**config.mk**
```make
export PLATFORM = sky130hd
export DESIGN_NAME = serial_word_deser
export DESIGN_NICKNAME = d
export VERILOG_FILES = /design/src/rtl/serial_word_deser_pkg.sv /design/src/rtl/serial_word_deser_out_buf.sv /design/src/rtl/serial_word_deser.sv
export SDC_FILE = /design/constraint.sdc
export NUM_CORES = 1
export LEC_CHECK = 0
export CORE_MARGIN = 3
export CORE_UTILIZATION = 31
export CTS_BUF_LIST = sky130_fd_sc_hd__clkbuf_4 sky130_fd_sc_hd__clkbuf_8
export CTS_CLUSTER_DIAMETER = 200
export DETAILED_ROUTE_END_ITERATION = 7
export GPL_TIMING_DRIVEN = 0
export PLACE_DENSITY = 0.5
export SLEW_MARGIN = 20
export SYNTH_ARGS = -nofsm -noshare
export SYNTH_HDL_FRONTEND = slang
export SYNTH_HIERARCHICAL = 1
export SYNTH_SLANG_ARGS = --single-unit
```
**constraint.sdc**
```tcl
create_clock -name clk -period 1.9 [get_ports clk]
set_clock_uncertainty 0.15 [all_clocks]
set_input_delay 0.38 -clock clk [delete_from_list [all_inputs] [get_ports clk]]
set_output_delay 0.38 -clock clk [all_outputs]
set_load 0.02 [all_outputs]
```
**src/rtl/serial_word_deser_pkg.sv**
```systemverilog
// Shared types and helpers for the serial-to-parallel word deserializer.
// The parity state is only used when SERIAL_WORD_DESER_PARITY_EN is defined.
package serial_word_deser_pkg;

    typedef enum logic {
        COLLECT = 1'b0,
        PARITY  = 1'b1
    } deser_state_t;

    function automatic int cnt_width(input int width);
        return $clog2(width + 1);
    endfunction

endpackage

```
**src/rtl/serial_word_deser_out_buf.sv**
```systemverilog
// One-entry valid/ready holding register for assembled words.
// A load that arrives while the held word is still unconsumed is dropped and reported on drop.
module deser_out_buf #(
    parameter int DW = 9
) (
    input  logic          clk,
    input  logic          rst,
    input  logic          clear,
    input  logic          load,
    input  logic [DW-1:0] load_data,
    input  logic          ready,
    output logic          valid,
    output logic [DW-1:0] data,
    output logic          drop
);

    logic          valid_reg;
    logic [DW-1:0] data_reg;
    logic          accept;

    // A completing handshake frees the slot in the same cycle, so a load can replace it.
    assign accept = load && (!valid_reg || ready);
    assign drop   = load && valid_reg && !ready;

    always_ff @(posedge clk or negedge rst) begin
        if (!rst) begin
            valid_reg <= 1'b0;
            data_reg  <= '0;
        end else if (clear) begin
            valid_reg <= 1'b0;
            data_reg  <= '0;
        end else if (accept) begin
            valid_reg <= 1'b1;
            data_reg  <= load_data;
        end else if (valid_reg && ready) begin
            valid_reg <= 1'b0;
        end
    end

    assign valid = valid_reg;
    assign data  = data_reg;

endmodule

```
**src/rtl/serial_word_deser.sv**
```systemverilog
// Serial bit stream to WIDTH-bit word assembler with a one-entry output buffer and sticky overflow.
// Define SERIAL_WORD_DESER_PARITY_EN to expect an even-parity bit after every word.
module serial_word_deser
    import serial_word_deser_pkg::*;
#(
    parameter int WIDTH     = 8,
    parameter bit MSB_FIRST = 1'b1
) (
    input  logic                        clk,
    input  logic                        rst,
    input  logic                        bit_in,
    input  logic                        bit_valid,
    input  logic                        clear,
    output logic [WIDTH-1:0]            out_data,
    output logic                        out_valid,
    input  logic                        out_ready,
    output logic                        overflow,
    output logic                        parity_err,
    output logic [cnt_width(WIDTH)-1:0] bit_cnt
);

    localparam int            CW       = cnt_width(WIDTH);
    localparam logic [CW-1:0] LAST_CNT = CW'(WIDTH - 1);

    logic [WIDTH-1:0] shift_reg;
    logic [WIDTH-1:0] shift_next;
    logic [CW-1:0]    cnt_reg;
    logic             overflow_reg;
    logic             load;
    logic [WIDTH:0]   load_word;
    logic [WIDTH:0]   buf_word;
    logic             buf_drop;

    genvar gi;
    generate
        for (gi = 0; gi < WIDTH; gi++) begin : g_shift
            if (MSB_FIRST) begin : g_msb
                if (gi == 0) begin : g_in
                    assign shift_next[gi] = bit_in;
                end else begin : g_mv
                    assign shift_next[gi] = shift_reg[gi-1];
                end
            end else begin : g_lsb
                if (gi == WIDTH - 1) begin : g_in
                    assign shift_next[gi] = bit_in;
                end else begin : g_mv
                    assign shift_next[gi] = shift_reg[gi+1];
                end
            end
        end
    endgenerate

`ifdef SERIAL_WORD_DESER_PARITY_EN
    deser_state_t state_reg;

    // The word is already complete in shift_reg; the bit arriving now is its parity bit.
    assign load      = bit_valid && (state_reg == PARITY);
    assign load_word = {^{shift_reg, bit_in}, shift_reg};

    always_ff @(posedge clk or negedge rst) begin
        if (!rst) begin
            state_reg <= COLLECT;
            shift_reg <= '0;
            cnt_reg   <= '0;
        end else if (clear) begin
            state_reg <= COLLECT;
            shift_reg <= '0;
            cnt_reg   <= '0;
        end else if (bit_valid) begin
            if (state_reg == COLLECT) begin
                shift_reg <= shift_next;
                if (cnt_reg == LAST_CNT) begin
                    state_reg <= PARITY;
                    cnt_reg   <= CW'(WIDTH);
                end else begin
                    cnt_reg <= cnt_reg + 1'b1;
                end
            end else begin
                state_reg <= COLLECT;
                cnt_reg   <= '0;
            end
        end
    end
`else
    // The last data bit is taken straight from shift_next so the word loads on its own edge.
    assign load      = bit_valid && (cnt_reg == LAST_CNT);
    assign load_word = {1'b0, shift_next};

    always_ff @(posedge clk or negedge rst) begin
        if (!rst) begin
            shift_reg <= '0;
            cnt_reg   <= '0;
        end else if (clear) begin
            shift_reg <= '0;
            cnt_reg   <= '0;
        end else if (bit_valid) begin
            shift_reg <= shift_next;
            cnt_reg   <= (cnt_reg == LAST_CNT) ? '0 : cnt_reg + 1'b1;
        end
    end
`endif

    deser_out_buf #(
        .DW(WIDTH + 1)
    ) u_out_buf (
        .clk       (clk),
        .rst       (rst),
        .clear     (clear),
        .load      (load),
        .load_data (load_word),
        .ready     (out_ready),
        .valid     (out_valid),
        .data      (buf_word),
        .drop      (buf_drop)
    );

    always_ff @(posedge clk or negedge rst) begin
        if (!rst) begin
            overflow_reg <= 1'b0;
        end else if (clear) begin
            overflow_reg <= 1'b0;
        end else if (buf_drop) begin
            overflow_reg <= 1'b1;
        end
    end

    // Without parity the stored top bit is always loaded as 0.
    assign parity_err = buf_word[WIDTH];
    assign out_data   = buf_word[WIDTH-1:0];
    assign overflow   = overflow_reg;
    assign bit_cnt    = cnt_reg;

endmodule

```
==> run_summary.xml <==
<?xml version="1.0" encoding="UTF-8"?>
<metrics>
  <group name="logic_synthesis">
    <metric name="synth_top_family_by_area" unit="">simple AND/OR/NAND/NOR gates</metric>
    <metric name="synthesis.area_per_instance" unit="sq um">11.73</metric>
    <metric name="post_synth_and_or_nand_nor_area_fraction" unit="%">22.39</metric>
    <metric name="area_share_of_xor_xnor_cells_in_the_synthesized_design" unit="%">0.8294</metric>
    <metric name="post-synth-top-area-cell" unit="">sky130_fd_sc_hd__dfrtp_1</metric>
    <metric name="synth.cell_area" unit="sq um">1056</metric>
    <metric name="yosysTopAreaCellShare" unit="%">52.13</metric>
    <metric name="area_fraction_in_compound_gates_after_synthesis" unit="%">1.422</metric>
    <metric name="mappedNetlistNets" unit="">97</metric>
    <metric name="yosys.area_share.adder" unit="%">1.185</metric>
    <metric name="synthMuxAreaShare" unit="%">17.54</metric>
    <metric name="yosysUniqueCellTypes" unit="">21</metric>
    <metric name="area_contributors_post_synth" unit="">sky130_fd_sc_hd__dfrtp_1 52%, sky130_fd_sc_hd__mux2i_1 16%, sky130_fd_sc_hd__nand2b_1 11%</metric>
    <metric name="synth_warnings" unit="">6</metric>
    <metric name="synth_sequential_area_ratio" unit="%">52.13</metric>
    <metric name="synth.ff_latch_count" unit="">22</metric>
    <metric name="synthCells" unit="">90</metric>
  </group>
  <group name="timing">
    <metric name="final_period_minus_worst_setup_slack" unit="ns">1.800</metric>
    <metric name="layout_worst_path_cycle_share" unit="%">94.76</metric>
    <metric name="finalSetupTns" unit="ns">0</metric>
    <metric name="worst_slew_margin_rel" unit="%">66.22</metric>
    <metric name="hold_viol_final" unit="">0</metric>
    <metric name="finalMaxSlewViolations" unit="">0</metric>
    <metric name="finalSetupViolCount" unit="">0</metric>
    <metric name="fmax" unit="MHz">555.4</metric>
    <metric name="whs" unit="ns">0.3240</metric>
    <metric name="tightestPinTransition" unit="ns">0.5068</metric>
    <metric name="grt_setup_unrepaired" unit="">false</metric>
  </group>
  <group name="power">
    <metric name="power_frac_seq" unit="%">62.7</metric>
    <metric name="power_leakage" unit="uW">0.0006146</metric>
    <metric name="clock_power_share" unit="%">26.9</metric>
    <metric name="share_comb_of_total_power" unit="%">10.4</metric>
    <metric name="netSwitchingFraction" unit="%">23.73</metric>
    <metric name="vdd.ir_drop.worst" unit="mV">0.3900</metric>
    <metric name="cellInternalPower" unit="uW">586.8</metric>
    <metric name="cellPowerDensity" unit="nW/um^2">574.1</metric>
    <metric name="psw" unit="uW">182.6</metric>
  </group>
  <group name="routing">
    <metric name="wirelength" unit="um">1972</metric>
    <metric name="drcViolationCount" unit="">0</metric>
    <metric name="vias" unit="">692</metric>
    <metric name="detail-route-antenna-nets" unit="">0</metric>
    <metric name="vias_per_cell" unit="">4.380</metric>
    <metric name="drt_first_pass_iters" unit="">5</metric>
    <metric name="wl_per_cell" unit="um">12.48</metric>
    <metric name="initialDrtViolationCount" unit="">26</metric>
  </group>
  <group name="floorplan">
    <metric name="design.die.area" unit="sq um">4143</metric>
    <metric name="die_w" unit="um">64.37</metric>
    <metric name="top_level_ports" unit="">21</metric>
    <metric name="core.rowCount" unit="">20</metric>
    <metric name="die_height" unit="um">64.37</metric>
    <metric name="core_area" unit="sq um">3153</metric>
    <metric name="initial_utilization" unit="%">33.49</metric>
  </group>
  <group name="run_status">
    <metric name="run_status" unit="">complete, no violations</metric>
  </group>
  <group name="layout">
    <metric name="final_layout_size_suffix_gt1_share" unit="%">11.40</metric>
    <metric name="design.final.nets" unit="">123</metric>
    <metric name="largest_reg_flops" unit="">9</metric>
    <metric name="layout_area_growth_over_synthesis" unit="%">26.90</metric>
    <metric name="nFillCells" unit="">338</metric>
    <metric name="multi_input_area" unit="sq um">461.7</metric>
    <metric name="register_area" unit="sq um">550.5</metric>
    <metric name="antenna_cells_inserted" unit="">0</metric>
    <metric name="postLayoutCoreUtil" unit="%">42.50</metric>
  </group>
  <group name="clock_tree">
    <metric name="cts-buffers-inserted" unit="">3</metric>
    <metric name="tritoncts" unit="">done</metric>
    <metric name="cts_sinks" unit="">22</metric>
    <metric name="post_cts_clock_slew_at_the_launch_and_capture_registers_of_the_worst_setup_and_hold_paths" unit="ns">0.11</metric>
    <metric name="clock_tree.buffer_depth" unit="">2</metric>
    <metric name="h-tree-depth" unit="">1</metric>
    <metric name="clk-insertion-delay-late" unit="ns">0.30</metric>
    <metric name="clock-root-buffer" unit="">sky130_fd_sc_hd__clkbuf_4</metric>
    <metric name="post-cts-setup-buffers" unit="">0</metric>
  </group>
  <group name="worst_setup_path">
    <metric name="bufs_and_invs_on_worst_path" unit="">1</metric>
    <metric name="max_stage_delay" unit="ns">0.60</metric>
    <metric name="worst_ep_required_time" unit="ns">1.37</metric>
    <metric name="path_cells" unit="">clkdlybuf4s50_1</metric>
    <metric name="timing.critical_path.fanout_max" unit="">2</metric>
    <metric name="setup.worst_path.class" unit="">reg2out</metric>
    <metric name="worst-r2r-cell-count" unit="">5</metric>
    <metric name="crit_slowest_cell" unit="">sky130_fd_sc_hd__clkdlybuf4s50_1</metric>
    <metric name="cp.depth" unit="">1</metric>
    <metric name="arrival" unit="ns">1.27</metric>
    <metric name="setup.worst_path.end_class" unit="">primary output</metric>
    <metric name="cpLargestDelayFamily" unit="">buffers and inverters</metric>
    <metric name="worstSetupStartpointType" unit="">flip-flop</metric>
  </group>
  <group name="worst_hold_path">
    <metric name="timing.hold.worst_path_depth" unit="">3</metric>
    <metric name="hold_path.class" unit="">in2reg</metric>
  </group>
  <group name="global_route">
    <metric name="gr-usage-all-layers" unit="%">11.08</metric>
    <metric name="leftover_overflow_at_the_end_of_global_routing" unit="">0</metric>
    <metric name="largest_net_degree_at_the_start_of_global_routing" unit="">23</metric>
    <metric name="grt_pass1_wl" unit="um">3615</metric>
    <metric name="first_global_vias" unit="">785</metric>
    <metric name="antenna_found_initial" unit="">0</metric>
  </group>
  <group name="placed_design">
    <metric name="place.port_buffers" unit="">20</metric>
    <metric name="dpl.hpwl" unit="um">1362</metric>
    <metric name="globalplace.congestion" unit="">0.7178</metric>
  </group>
  <group name="job">
    <metric name="maxCapViolCount" unit="">0</metric>
  </group>
</metrics>
## final cells by class
type / count / area share, %
well taps: 44 / 4.108
plain buffers: 5 / 3.268
clock buffers: 3 / 1.681
repair buffers: 21 / 15.41
flip-flops and latches: 22 / 41.08
multi-input cells: 63 / 34.45
## cell usage in the layout (no fill, tap or decap), drive strengths merged, types with 2 or more instances in the layout
cell type	count
clkdlybuf4s50	14
clkbuf	3
dlygate4sd2	3
buf	6
nor2	12
nor3	2
dfrtp	22
mux2i	17
nand2b	18
dlymetal6s2s	2
nor2b	3
## kinds of logic (layout without fill, tap and decap cells)
kind of cell             Yosys count  in the layout
AO/OA/AOI/OAI                      2              2
AND/OR/NAND/NOR                   40             40
multiplexers                      18             18
other                              1              1
buffers and inverters              5             29
adder cells (fa/ha/maj)            1              1
XOR/XNOR                           1              1
flip-flops                        22             22
## repair_timing
action	CTS	global route
endpoints found under the hold margin	0	22
resized for setup	3	2
endpoints found under the setup margin	3	8
hold buffers	0	1
gates cloned	0	0
## routing by layer
layer	track usage (%)	routed length (um)	part of all wire [%]	vias up
li1	-	-	-	347
met4	2.375	15	0.76	0
met3	4.042	75	3.8	2
met1	13.28	961	49	331
met2	18.94	920	47	12
met5	0	0	0	-
## worst reg2reg max path, delay by kind of cell, from the launching register on
kind                       cells  cell delay, ns
buffers and inverters          1            0.17
muxes                          1            0.20
adders and majority gates      1            0.26
and+or+nand+nor                2            0.42
DFF                            1            0.44
## metrics by stage
stage,std cells,cell area [sq um],total power (uW),worst slack (ns)
2_1_floorplan,90,1056,533.9,0.2462
3_3_place_gp,154,1311,576.2,-0.2440
3_5_place_dp,154,1311,576.3,-0.2551
4_1_cts,157,1330,791.2,0.006475
5_1_grt,158,1340,824.3,0.01208
6_report,158,1340,769.4,0.09964
## final timing paths
| kind | from | to | slack [ns] |
|---|---|---|---|
| worst max register to register | bit_cnt[0] | u_out_buf/data[1] | 0.21 |
| min in group asynchronous | rst | u_out_buf/data[7] | 0.42 |
| worst min register to register | overflow | overflow | 0.37 |
| max in group asynchronous | rst | u_out_buf/data[8] | 0.85 |
| worst min-delay path | bit_valid | bit_cnt[0] | 0.32 |
| worst max-delay path | u_out_buf/data[5] | out_data[5] | 0.1 |
## cells in the mapped netlist
master / count
sky130_fd_sc_hd__nor2b_4: 1
sky130_fd_sc_hd__a21bo_2: 1
sky130_fd_sc_hd__xnor2_1: 1
sky130_fd_sc_hd__nor3_1: 2
sky130_fd_sc_hd__conb_1: 1
sky130_fd_sc_hd__ha_1: 1
sky130_fd_sc_hd__mux2i_1: 17
sky130_fd_sc_hd__nor2b_2: 1
sky130_fd_sc_hd__nor2b_1: 1
sky130_fd_sc_hd__mux2_4: 1
sky130_fd_sc_hd__nor4bb_1: 1
sky130_fd_sc_hd__nand3b_1: 1
sky130_fd_sc_hd__nand4_1: 1
sky130_fd_sc_hd__nor2_1: 12
sky130_fd_sc_hd__nand2b_1: 18
sky130_fd_sc_hd__and2_1: 1
sky130_fd_sc_hd__and4b_1: 1
sky130_fd_sc_hd__dfrtp_1: 22
sky130_fd_sc_hd__a21oi_1: 1
sky130_fd_sc_hd__buf_2: 2
sky130_fd_sc_hd__buf_6: 3
## power groups by stage
stage	logic, uW	registers, uW	clock network (uW)
after global routing	89.5	485	250
after CTS	82.8	483	226
after floorplan	38.0	496	0
final	79.8	482	207
after global placement	84.3	492	0
after detailed placement	84.5	492	0
No activity file was read; power rests on OpenSTA's default activity.
